===== src/rtl/prio_enc_pkg.sv =====
// rtl/prio_enc_pkg.sv - shared mode encoding and round-robin pointer wrap for prio_encoder_rr
package prio_enc_pkg;

  typedef enum logic {
    MODE_FIXED = 1'b0,
    MODE_RR    = 1'b1
  } mode_e;

  function automatic int next_ptr(input int w, input int in_size);
    return (w == in_size - 1) ? 0 : w + 1;
  endfunction

endpackage


===== src/rtl/prio_enc_core.sv =====
// rtl/prio_enc_core.sv - combinational masked two-pass lowest-set-bit search
module prio_enc_core
  import prio_enc_pkg::*;
#(
  parameter int OUT_SIZE = 4,
  parameter int IN_SIZE  = 1 << OUT_SIZE
) (
  input  logic [IN_SIZE-1:0]  i_req,
  input  logic [OUT_SIZE-1:0] i_start,
  input  logic                i_mode,
  output logic [OUT_SIZE-1:0] o_index,
  output logic [IN_SIZE-1:0]  o_onehot,
  output logic                o_none
);

  logic [IN_SIZE-1:0]  w_masked;
  logic [OUT_SIZE-1:0] w_idx_masked;
  logic [OUT_SIZE-1:0] w_idx_full;
  logic                w_found_masked;
  logic                w_found_full;

  // First pass only sees bits at or above the start pointer; second pass is the wrap.
  always_comb begin
    w_masked = '0;
    for (int i = 0; i < IN_SIZE; i++) begin
      if (mode_e'(i_mode) == MODE_RR) begin
        w_masked[i] = i_req[i] && (i >= int'(i_start));
      end else begin
        w_masked[i] = i_req[i];
      end
    end
  end

  always_comb begin
    w_idx_masked   = '0;
    w_found_masked = 1'b0;
    w_idx_full     = '0;
    w_found_full   = 1'b0;
    for (int i = IN_SIZE - 1; i >= 0; i--) begin
      if (w_masked[i]) begin
        w_idx_masked   = OUT_SIZE'(i);
        w_found_masked = 1'b1;
      end
      if (i_req[i]) begin
        w_idx_full   = OUT_SIZE'(i);
        w_found_full = 1'b1;
      end
    end
  end

  always_comb begin
    o_none   = !w_found_full;
    o_index  = w_found_masked ? w_idx_masked : w_idx_full;
    o_onehot = '0;
    if (w_found_full) begin
      o_onehot = {{(IN_SIZE-1){1'b0}}, 1'b1} << o_index;
    end
  end

endmodule


===== src/rtl/prio_encoder_rr.sv =====
// rtl/prio_encoder_rr.sv - registered fixed/round-robin priority encoder with valid/ready handshakes
module prio_encoder_rr
  import prio_enc_pkg::*;
#(
  parameter int OUT_SIZE = 4,
  parameter int IN_SIZE  = 1 << OUT_SIZE
) (
  input  logic                clk,
  input  logic                rst,
  input  logic                enable,
  input  logic                mode,
  input  logic                in_valid,
  output logic                in_ready,
  input  logic [IN_SIZE-1:0]  in,
  output logic                out_valid,
  input  logic                out_ready,
  output logic [OUT_SIZE-1:0] enc_out,
  output logic [IN_SIZE-1:0]  out_onehot,
  output logic                out_none
);

  logic                r_valid;
  logic [OUT_SIZE-1:0] r_enc;
  logic [IN_SIZE-1:0]  r_onehot;
  logic                r_none;
  logic [OUT_SIZE-1:0] r_ptr;

  logic                w_accept;
  logic [OUT_SIZE-1:0] w_idx;
  logic [IN_SIZE-1:0]  w_onehot;
  logic                w_none;

  prio_enc_core #(
    .OUT_SIZE (OUT_SIZE),
    .IN_SIZE  (IN_SIZE)
  ) u_core (
    .i_req    (in),
    .i_start  (r_ptr),
    .i_mode   (mode),
    .o_index  (w_idx),
    .o_onehot (w_onehot),
    .o_none   (w_none)
  );

  assign in_ready = enable && (!r_valid || out_ready);
  assign w_accept = in_valid && in_ready;

  // A capture always wins over a drain, so drain+accept on one edge keeps out_valid high.
  always_ff @(posedge clk or posedge rst) begin
    if (rst) begin
      r_valid  <= 1'b0;
      r_enc    <= '0;
      r_onehot <= '0;
      r_none   <= 1'b0;
      r_ptr    <= '0;
    end else if (w_accept) begin
      r_valid  <= 1'b1;
      r_enc    <= w_idx;
      r_onehot <= w_onehot;
      r_none   <= w_none;
      if (mode_e'(mode) == MODE_RR && !w_none) begin
        r_ptr <= OUT_SIZE'(next_ptr(int'(w_idx), IN_SIZE));
      end
    end else if (r_valid && out_ready) begin
      r_valid <= 1'b0;
    end
  end

  assign out_valid  = r_valid;
  assign enc_out    = r_enc;
  assign out_onehot = r_onehot;
  assign out_none   = r_none;

endmodule


===== config.mk =====
export PLATFORM = sky130hd
export DESIGN_NAME = prio_encoder_rr
export DESIGN_NICKNAME = d
export VERILOG_FILES = /design/src/rtl/prio_enc_pkg.sv /design/src/rtl/prio_enc_core.sv /design/src/rtl/prio_encoder_rr.sv
export SDC_FILE = /design/constraint.sdc
export NUM_CORES = 1
export LEC_CHECK = 0
export BUFFER_PORTS_ARGS = -buffer_cell sky130_fd_sc_hd__buf_4
export CORE_UTILIZATION = 54
export DETAILED_ROUTE_END_ITERATION = 6
export PLACE_DENSITY = 0.8
export REMOVE_ABC_BUFFERS = 1
export SYNTH_ARGS = -nofsm -noshare
export SYNTH_HDL_FRONTEND = slang
export SYNTH_SLANG_ARGS = --single-unit

===== constraint.sdc =====
create_clock -name clk -period 3.35 [get_ports clk]
set_input_delay 0.5025 -clock clk [delete_from_list [all_inputs] [get_ports clk]]
set_output_delay 0.5025 -clock clk [all_outputs]
set_load 0.02 [all_outputs]

After elaboration in Yosys (flattened, before gate mapping)
Index checks and enable logic that the tools add are counted.
{"block": "totals", "reg_bits": 26, "output_inout_bits": 23, "elab_cells": 129}
{"block": "op_classes", "n_addsub": 1, "magnitude_cmp": 15, "eq_ne": 1, "shift": 1, "muxes": 82, "reduce_logical": 24}
{"cell": "$mux W4", "n": 33}
{"cell": "$mux W1", "n": 48}
{"cell": "$ge A4 B4 Y1 const A", "n": 7}
{"cell": "$logic_and A1 B1 Y1", "n": 19}
{"cell": "$ge A3 B4 Y1 const A", "n": 4}
{"cell": "$mux W16", "n": 1}
{"cell": "$shl A1 B4 Y16 const A", "n": 1}
{"cell": "$ge A1 B4 Y1 const A", "n": 2}
{"cell": "$ge A2 B4 Y1 const A", "n": 2}
{"cell": "$add A4 B1 Y4 const B", "n": 1}
{"cell": "$eq A4 B1 Y1 const B", "n": 1}
{"cell": "$logic_not A1 Y1", "n": 2}
{"cell": "$reduce_and A2 Y1", "n": 1}
{"cell": "$reduce_bool A2 Y1", "n": 1}
{"cell": "$logic_or A1 B1 Y1", "n": 1}

Depth between registers and ports, before layout
Gate-level depths: netlist (run 1).
{"block": "depth", "depth_word": 21, "depth_mapped": 11, "ltp_nobuf": 10}

Hierarchy
From an unflattened synthesis (run 1), not the netlist that was laid out.
{"block": "unflattened", "hier_cells": 228, "area_unflattened_um2": 2135.8}
{"mod": "prio_encoder_rr", "n_inst": 1, "cells_per_inst": 70, "area_each_um2": 1177.4, "seq_area_each_um2": 650.6}
{"mod": "prio_enc_core", "n_inst": 1, "cells_per_inst": 158, "area_each_um2": 958.4, "seq_area_each_um2": 0.0}

Worst setup path after synthesis (run 1)
Ideal clock, no wire load.
{"block": "synth_timing", "path_type": "input -> register", "start": "input in[15]", "end": "register r_onehot[15], in the netlist out_onehot[15]", "setup_time_ns": 0.121, "arrival_time_ns": 2.437, "slack_ns": 0.792, "path_stages": 10, "n_path_buf": 2, "cell_sequence": "buf_2 or4_1 a21o_1 a221o_1 a21oi_1 or2_2 buf_4 inv_1 ha_1 a22o_1"}
{"block": "synth_between", "elab_chain_len": 19}
{"element": "from (decl)", "line": "prio_encoder_rr.sv:14", "source": "input logic [IN_SIZE-1:0] in,"}
{"element": "$mux W4 / $mux W1 (equally long branches)", "line": "prio_enc_core.sv:40, prio_enc_core.sv:44"}
{"element": "$mux W4 (tied with other cells) (15 in a row)", "line": "prio_enc_core.sv:44", "source": "if (i_req[i]) begin"}
{"element": "$mux W4 (*)", "line": "prio_enc_core.sv:53", "source": "o_index = w_found_masked ? w_idx_masked : w_idx_full;"}
{"element": "named net u_core.o_index[2]", "line": "prio_enc_core.sv:11", "source": "output logic [OUT_SIZE-1:0] o_index,"}
{"element": "$shl A1 B4 Y16 (*)", "line": "prio_enc_core.sv:56", "source": "o_onehot = {{(IN_SIZE-1){1'b0}}, 1'b1} << o_index;"}
{"element": "$mux W16 (*)", "line": "prio_enc_core.sv:55", "source": "if (w_found_full) begin"}
{"element": "to (signal assigned)", "line": "prio_encoder_rr.sv:59", "source": "r_onehot <= w_onehot;"}
{"element": "to (decl)", "line": "prio_encoder_rr.sv:24", "source": "logic [IN_SIZE-1:0] r_onehot;"}
The timed path passes the listed nets; every way through them passes the cells marked *.
A chain may end at the register's enable or synchronous reset.

Final worst setup path (run 1)
{"block": "layout_timing", "start": "register r_ptr[1]", "end": "register r_ptr[1]"}
{"block": "layout_between", "elab_chain_len": 21}
{"element": "from (decl)", "line": "prio_encoder_rr.sv:26", "source": "logic [OUT_SIZE-1:0] r_ptr;"}
{"element": "from (signal assigned)", "line": "prio_encoder_rr.sv:62", "source": "r_ptr <= OUT_SIZE'(next_ptr(int'(w_idx), IN_SIZE));"}
{"element": "$ge A4 B4 Y1", "line": "prio_enc_core.sv:27", "source": "w_masked[i] = i_req[i] && (i >= int'(i_start));"}
{"element": "$logic_and A1 B1 Y1", "line": "prio_enc_core.sv:27"}
{"element": "$mux W1", "line": "prio_enc_core.sv:26", "source": "if (mode_e'(i_mode) == MODE_RR) begin"}
{"element": "$mux W4 / $mux W1 (equally long branches) (15 in a row)", "line": "prio_enc_core.sv:40", "source": "if (w_masked[i]) begin"}
{"element": "$mux W4 (*)", "line": "prio_enc_core.sv:53"}
{"element": "named net u_core.o_index[0]", "line": "prio_enc_core.sv:11"}
{"element": "$add A4 B1 Y4 / $eq A4 B1 Y1 (equally long branches)", "line": "prio_enc_pkg.sv:10", "source": "return (w == in_size - 1) ? 0 : w + 1;"}
{"element": "$mux W4 (*)", "line": "prio_enc_pkg.sv:10"}
Marked as above.

==> summary.md, run 1 <==
| Metric | Value |
|---|---|
| Final TNS setup | `0 ps` |
| Commonest non-fill, non-tap cell in the layout | `buf_4` |
| Rows | `21` |
| Post-route ant nets | `0` |
| Total track usage | `25.4%` |
| Register area | `approximately 650 um^2` |
| Mapped Area | `1880 um^2` |
| CORE AREA | `3340 um^2` |
| Initial Util | `about 56%` |
| Drt pass-1 iters | `6` |
| WL/cell | `14.9 um` |
| Status | `completed` |
| Footprint of the multi-input gates | `around 1100 um^2` |
| CTS root buf | `clkbuf_4` |
| Most frequent cells in the layout | `buf_4, dfrtp_1, a22o_1, nand2_1` |
| Post-synth ARST share | `100%` |
| Fillers | `280` |
| CP required | `around 3600 ps` |
| HPWL Detailed | `about 3400 um` |
| Smallest hold slack | `~360 ps` |
| Die width | `about 61 um` |
| Crit path from | `r_ptr[1]` |
| Post-synthesis sequential area ratio | `34.7%` |
| N_diodes | `0` |
| CP Capture Point | `r_ptr[1]` |
| FF+latch count, synth | `26` |
| Clk sink count | `26` |
| Share of cells above drive strength 1 | `a little over a quarter` |
| Reg-to-reg slack, setup | `around 420 ps` |
| Crit end category | `flop` |
| Crit path kind | `reg -> reg` |
| Remaining DRCs | `0` |
| Final min period | `between 2000 and 3000 ps` |
| R2R cell count | `10` |
| Cell variety after synth | `57` |
| TritonCTS Buffers | `3` |
| Unrepaired setup endpoints after global routing | `false` |
| DRT iter0 DRCs | `between 90 and 100` |
| Placer Congestion | `0.872` |
| Max IR drop VDD | `0.258 mV` |
| Syn avg cell area | `about 8.9 um^2` |
| H-tree depth | `1` |
| Synth Flop Type | `dfrtp_1` |
| Clk_lat worst skew | `about 330 ps` |
| Worst-Margin Slew | `about 940 ps` |
| DR vias | `1803` |
| Worst clock skew | `about 14 ps` |
| Ports | `between 40 and 50` |
| Max Freq | `342 MHz` |
| Pleak | `around 1.0 nW` |
| Die Area | `between 3000 and 4000 um^2` |
| Post-CTS Repair Setup Buffers | `0` |
| Max Cap Viol | `0` |
| # hold bufs at CTS | `0` |
| First-pass GRT wire length | `between 6000 and 7000 um` |
| CTS tree | `yes` |
| Area growth from synthesis to layout | `21.1%` |
| Max clock buf depth | `2` |
| Largest net degree at the start of global routing | `28` |
| Vias in the first global route | `1525` |
| Ys Warns | `0` |
| Final-report max-slew violation count | `0` |
| R2R Path Start | `r_ptr[1]` |
| Clock slew at reported path FFs | `~140 ps` |
| Min-Delay Path Class | `in -> async` |
| Period utilization | `87.4%` |
| Detailed Route WL | `4410 um` |
| Reg2Reg Capture Point | `r_ptr[1]` |
| Die Ht | `between 60 and 70 um` |
| PD cells | `approximately 550 nW/um^2` |
| # setup viols final | `0` |
| Synth Instances | `210` |
| # port buffers | `between 40 and 50` |
| Post-CTS resize count | `0` |
| Crit path DAT | `between 3000 and 4000 ps` |
| Slew HR | `a little under two fifths` |
| Fin. Hold Viols | `0` |
| Nets | `around 280` |
| Antenna violations before repair | `0` |
| Vias per std cell | `approximately 6.1` |
| CP startpoint kind | `flop` |
| Count of flip-flops with a built-in enable after synthesis | `0` |
| Largest fanout on the critical path | `17` |
| Congestion Overflow GR | `0` |
-- state kept, by name, indices dropped and copies added, names as in the netlist --
name and cells:
out_onehot 16, enc_out 4, r_ptr 4, out_none 1
out_valid 1
-- stage by stage --
step | total power, W | utilization, % | worst slack (ps) | cells | area (um^2)
floorplan | 0.000820 | - | 820 | 200 | 1830
global placement | 0.00102 | 66.6 | 537 | 291 | 2220
detailed placement | 0.00103 | 66.6 | 490 | 291 | 2220
CTS | 0.00124 | 68.1 | 434 | 295 | 2270
global route | 0.00133 | 68.1 | 222 | 295 | 2270
finish | 0.00124 | 68.1 | 422 | 295 | 2270
-- critical path, stage by stage (launching register included) --
cell and delay, ps:
dfrtp_1 710, nand3_1 140, a2111oi_1 500, a311oi_2 150
nor4_2 450, and2_1 260, nor2_2 70, ha_1 270
nor2_1 100, a21oi_1 50, a31oi_1 150
-- per-layer routing --
metal | global-route usage (%) | wire [um]
met5 | 0 | 0
met4 | 10.1 | 72
met3 | 3.41 | 335
met2 | 40.5 | 2020
met1 | 34.9 | 1980
-- Yosys cell counts, types with 4 or more instances --
| library cell | instances | area, um^2 |
|---|---|---|
| a21oi_1 | 12 | 60.1 |
| a22o_1 | 17 | 149 |
| a31oi_1 | 5 | 31.3 |
| and2_1 | 4 | 25.0 |
| buf_2 | 5 | 25.0 |
| dfrtp_1 | 26 | 651 |
| ha_1 | 4 | 50.1 |
| inv_1 | 10 | 37.5 |
| nand2_1 | 16 | 60.1 |
| nand3_1 | 5 | 25.0 |
| nor2_1 | 13 | 48.8 |
| nor4_1 | 4 | 25.0 |
| o21a_1 | 4 | 30.0 |
| o21ai_0 | 13 | 65.1 |
| o31ai_1 | 7 | 52.6 |
-- worst min path at each step --
stage                     endpoint  slack [ps]  depth (start not counted)
floorplan               enc_out[0]         540                          1
global placement        enc_out[3]         460                          1
detailed placement      enc_out[3]         470                          1
CTS                 out_onehot[10]         390                          2
global route        out_onehot[10]         430                          2
finish              out_onehot[10]         360                          2
-- cell families after synthesis --
logic type | Yosys count | share of synthesized area (%)
and+or+nand+nor | 70 | 21.7
adders and majority gates | 4 | 2.67
AOI/OAI and AO/OA | 89 | 36.1
buffers and inverters | 21 | 4.93
DFF | 26 | 34.7
-- final cells by class --
type / count / share of cell area (%)
flip-flops and latches: 26 / 28.6
inverters: 11 / 1.82
clock inverters: 1 / 1.32
multi-input cells: 163 / 49.9
well taps: 46 / 2.53
clock buffers: 3 / 0.991
repair buffers: 45 / 14.9
-- power breakdown --
group / internal (W) / leakage [nW] / switching (W)
Combinational: 0.000235 / 0.659 / 0.000311
Clock: 0.000121 / 0.0279 / 0.0000937
Sequential: 0.000378 / 0.348 / 0.000103
Total: 0.000734 / 1.04 / 0.000507
(Power assumes the default switching activity.)
==> inputs of run 2 (changes only) <==
- CORE_UTILIZATION: 54 -> 48
- PLACE_DENSITY: 0.8 -> 0.76
- REMOVE_ABC_BUFFERS: 1 -> default
- clock period: 3.35 -> 2.5 ns (I/O delays scaled with it)
==> summary.md, run 2 (synthesis gave the netlist of run 1 again) <==
| Metric | Value |
|---|---|
| Initial Util | `50.5% (-5.7 points)` |
| CTS root buf | `clkbuf_8` |
| N_diodes | `0 (unchanged)` |
| Clock slew at reported path FFs | `90 ps (-50 ps)` |
| Placer Congestion | `1.01 (+16%)` |
| H-tree depth | `1 (unchanged)` |
| DRT iter0 DRCs | `257 (+170%)` |
| Clk sink count | `26 (unchanged)` |
| Max Freq | `383 MHz (+12%)` |
| Largest net degree at the start of global routing | `27 (-3.6%)` |
| Crit path kind | `reg -> reg` |
| Die Ht | `64.5 um (+5.9%)` |
| Crit path DAT | `2790 ps (-410 ps)` |
| WL met1 | `2700 um (+36%)` |
| Post-route ant nets | `0 (unchanged)` |
| CP startpoint kind | `flop` |
| Met2 wire len | `3410 um (+69%)` |
| Pleak | `1.37 nW (+33%)` |
| WL/cell | `20.3 um (+36%)` |
| Switch share | `41.1% (+0.21 points)` |
| Synthesized Nets | `between 200 and 250` |
| Remaining DRCs | `0 (unchanged)` |
| Share of cells above drive strength 1 | `49.5% (+22 points)` |
| Drt pass-1 iters | `5 (-1)` |
| Commonest non-fill, non-tap cell in the layout | `buf_4` |
| CORE AREA | `3720 um^2 (+11%)` |
| Unrepaired setup endpoints after global routing | `true` |
| Min-Delay Path Class | `in -> async` |
| HPWL Detailed | `4340 um (+29%)` |
| Area growth from synthesis to layout | `59.3%` |
| P_sw | `0.000987 W (+94%)` |
| Antenna violations before repair | `0 (unchanged)` |
| Clk_lat worst skew | `270 ps (-60 ps)` |
| Int Pwr | `0.00142 W (+93%)` |
| Worst-Margin Slew | `946 ps (+7.38 ps)` |
| Worst path cell trace | `buf_4 -> and4_4 -> o21ai_2 -> a21o_1 -> o41a_1 -> o21a_4 -> nor2_4 -> ha_1 -> nor2_1 -> a21oi_1 -> a31oi_1` |
| Final-report max-slew violation count | `0 (unchanged)` |
| Critical Path Max Stage Delay | `490 ps (-220 ps)` |
| Vias per std cell | `6.49 (+6.2%)` |
| Delay-heaviest family, CP | `compound AO/OA/AOI/OAI gates` |
| Setup ws final | `-109 ps (-532 ps)` |
| Worst path slowest cell | `dfrtp_2` |
| Sequential power share | `25.5% (-13 points)` |
| Max layer used | `met4` |
| Nets | `334 (+21%)` |
| Crit end category | `flop` |
| Max Cap Viol | `0 (unchanged)` |
| Max clock buf depth | `2 (unchanged)` |
| Comb pwr share | `60.1% (+16 points)` |
| Final Non-Filler Cells | `355 (+20%)` |
| Max IR drop VDD | `0.325 mV (+26%)` |
| Total track usage | `28.7% (+3.3 points)` |
| Vias in the first global route | `1981 (+30%)` |
| # placed instances | `341 (+17%)` |
| Detailed Route WL | `7190 um (+63%)` |
| Clock power frac | `14.4% (-2.9 points)` |
| First-pass GRT wire length | `9290 um (+33%)` |
| Status | `finished, violations left` |
| Die Area | `4160 um^2 (+12%)` |
| Routed wl met3 | `590 um (+76%)` |
| CTS tree | `yes` |
| Util after Layout | `80.4% (+12 points)` |
| Period utilization | `104% (+17 points)` |
| PD cells | `804 nW/um^2 (+47%)` |
| Tot Pwr | `0.00240 W (+93%)` |
| Max FFs per register | `16 (unchanged)` |
| TritonCTS Buffers | `3 (unchanged)` |
| # port buffers | `44 (unchanged)` |
| # setup viols final | `8 (+8)` |
| DR vias | `2305 (+28%)` |
| CP bufs+invs | `1 (+1)` |
| # hold bufs at CTS | `0 (unchanged)` |
| Rows | `22 (+4.8%)` |
| Fin. Hold Viols | `0 (unchanged)` |
| Congestion Overflow GR | `0 (unchanged)` |
| Ports | `45 (unchanged)` |
| Die width | `64.5 um (+5.9%)` |
| CP required | `2680 ps (-940 ps)` |
| Slew HR | `36.8% (-0.49 points)` |
| Failing checks | `setup timing` |
| Final min period | `2610 ps (-318 ps)` |
| Worst clock skew | `6.62 ps (-7.60 ps)` |
| Most frequent cells in the layout | `buf_4, dfrtp_1, a22o_1, nand2_1, nor2_1` |
| Largest fanout on the critical path | `7 (-10)` |
[run 2: cell count changes in the layout (fill, tap and decap cells not counted), moves of 3 or more]
| cell | before | now |
|---|---|---|
| dfrtp_1 | 26 | 23 |
| buf_6 | 0 | 8 |
| clkbuf_8 | 0 | 3 |
| clkbuf_4 | 3 | 0 |
| o21ai_0 | 13 | 9 |
| buf_4 | 45 | 94 |
| dfrtp_2 | 0 | 3 |
| o21ai_2 | 0 | 3 |
[run 2: metal layers]
metal,GRT usage [%],vias to the layer above
met5,0,-
met3,3.70,53
met2,48.3,201
met1,36.0,1053
met4,14.4,0
li1,-,998
[run 2: through the flow]
step	setup slack (ps)	area, um^2	hold slack [ps]	TNS (ps)
2_1_floorplan	69.7	1880	415	0
4_1_cts	23.2	2740	343	0
6_report	-109	2990	320	-311
3_5_place_dp	-158	2600	477	-1060
5_1_grt	-195	2990	417	-1190
3_3_place_gp	-110	2600	462	-451
[run 2: power by group through the flow]
stage	clock [W]	sequential [W]	combinational, W
3_3_place_gp	0	0.000599	0.00100
2_1_floorplan	0	0.000648	0.000487
5_1_grt	0.000360	0.000620	0.00150
3_5_place_dp	0	0.000603	0.00102
4_1_cts	0.000343	0.000601	0.00110
6_report	0.000346	0.000613	0.00144
[run 2: cell type report]
type                            count  area, um^2
Sequential cell                    26         654
Inverter                           11        43.8
Tap cell                           48        60.1
Fill cell                         229         727
Timing Repair Buffer              103         816
Multi-Input combinational cell    163        1340
Clock buffer                        3        41.3
Clock inverter                      1        30.0
[run 2: final timing paths]
check / from / endpoint / slack [ps] / depth (start not counted)
max reg2reg: r_ptr[1] / r_ptr[1] / -110 / 11
min reg2reg: enc_out[2] / enc_out[2] / 510 / 2
min: rst / out_onehot[14] / 320 / 2
max in group asynchronous: rst / r_ptr[1] / 1540 / 2
min in group clk: out_ready / out_valid / 410 / 3
max: r_ptr[1] / r_ptr[1] / -110 / 11
[run 2: timing repair]
| action | CTS | global route |
|---|---|---|
| resized for setup | 15 | 41 |
| endpoints found under the setup margin | 19 | 19 |
| pin swaps | 2 | 10 |
| buffers inserted | 2 | 10 |
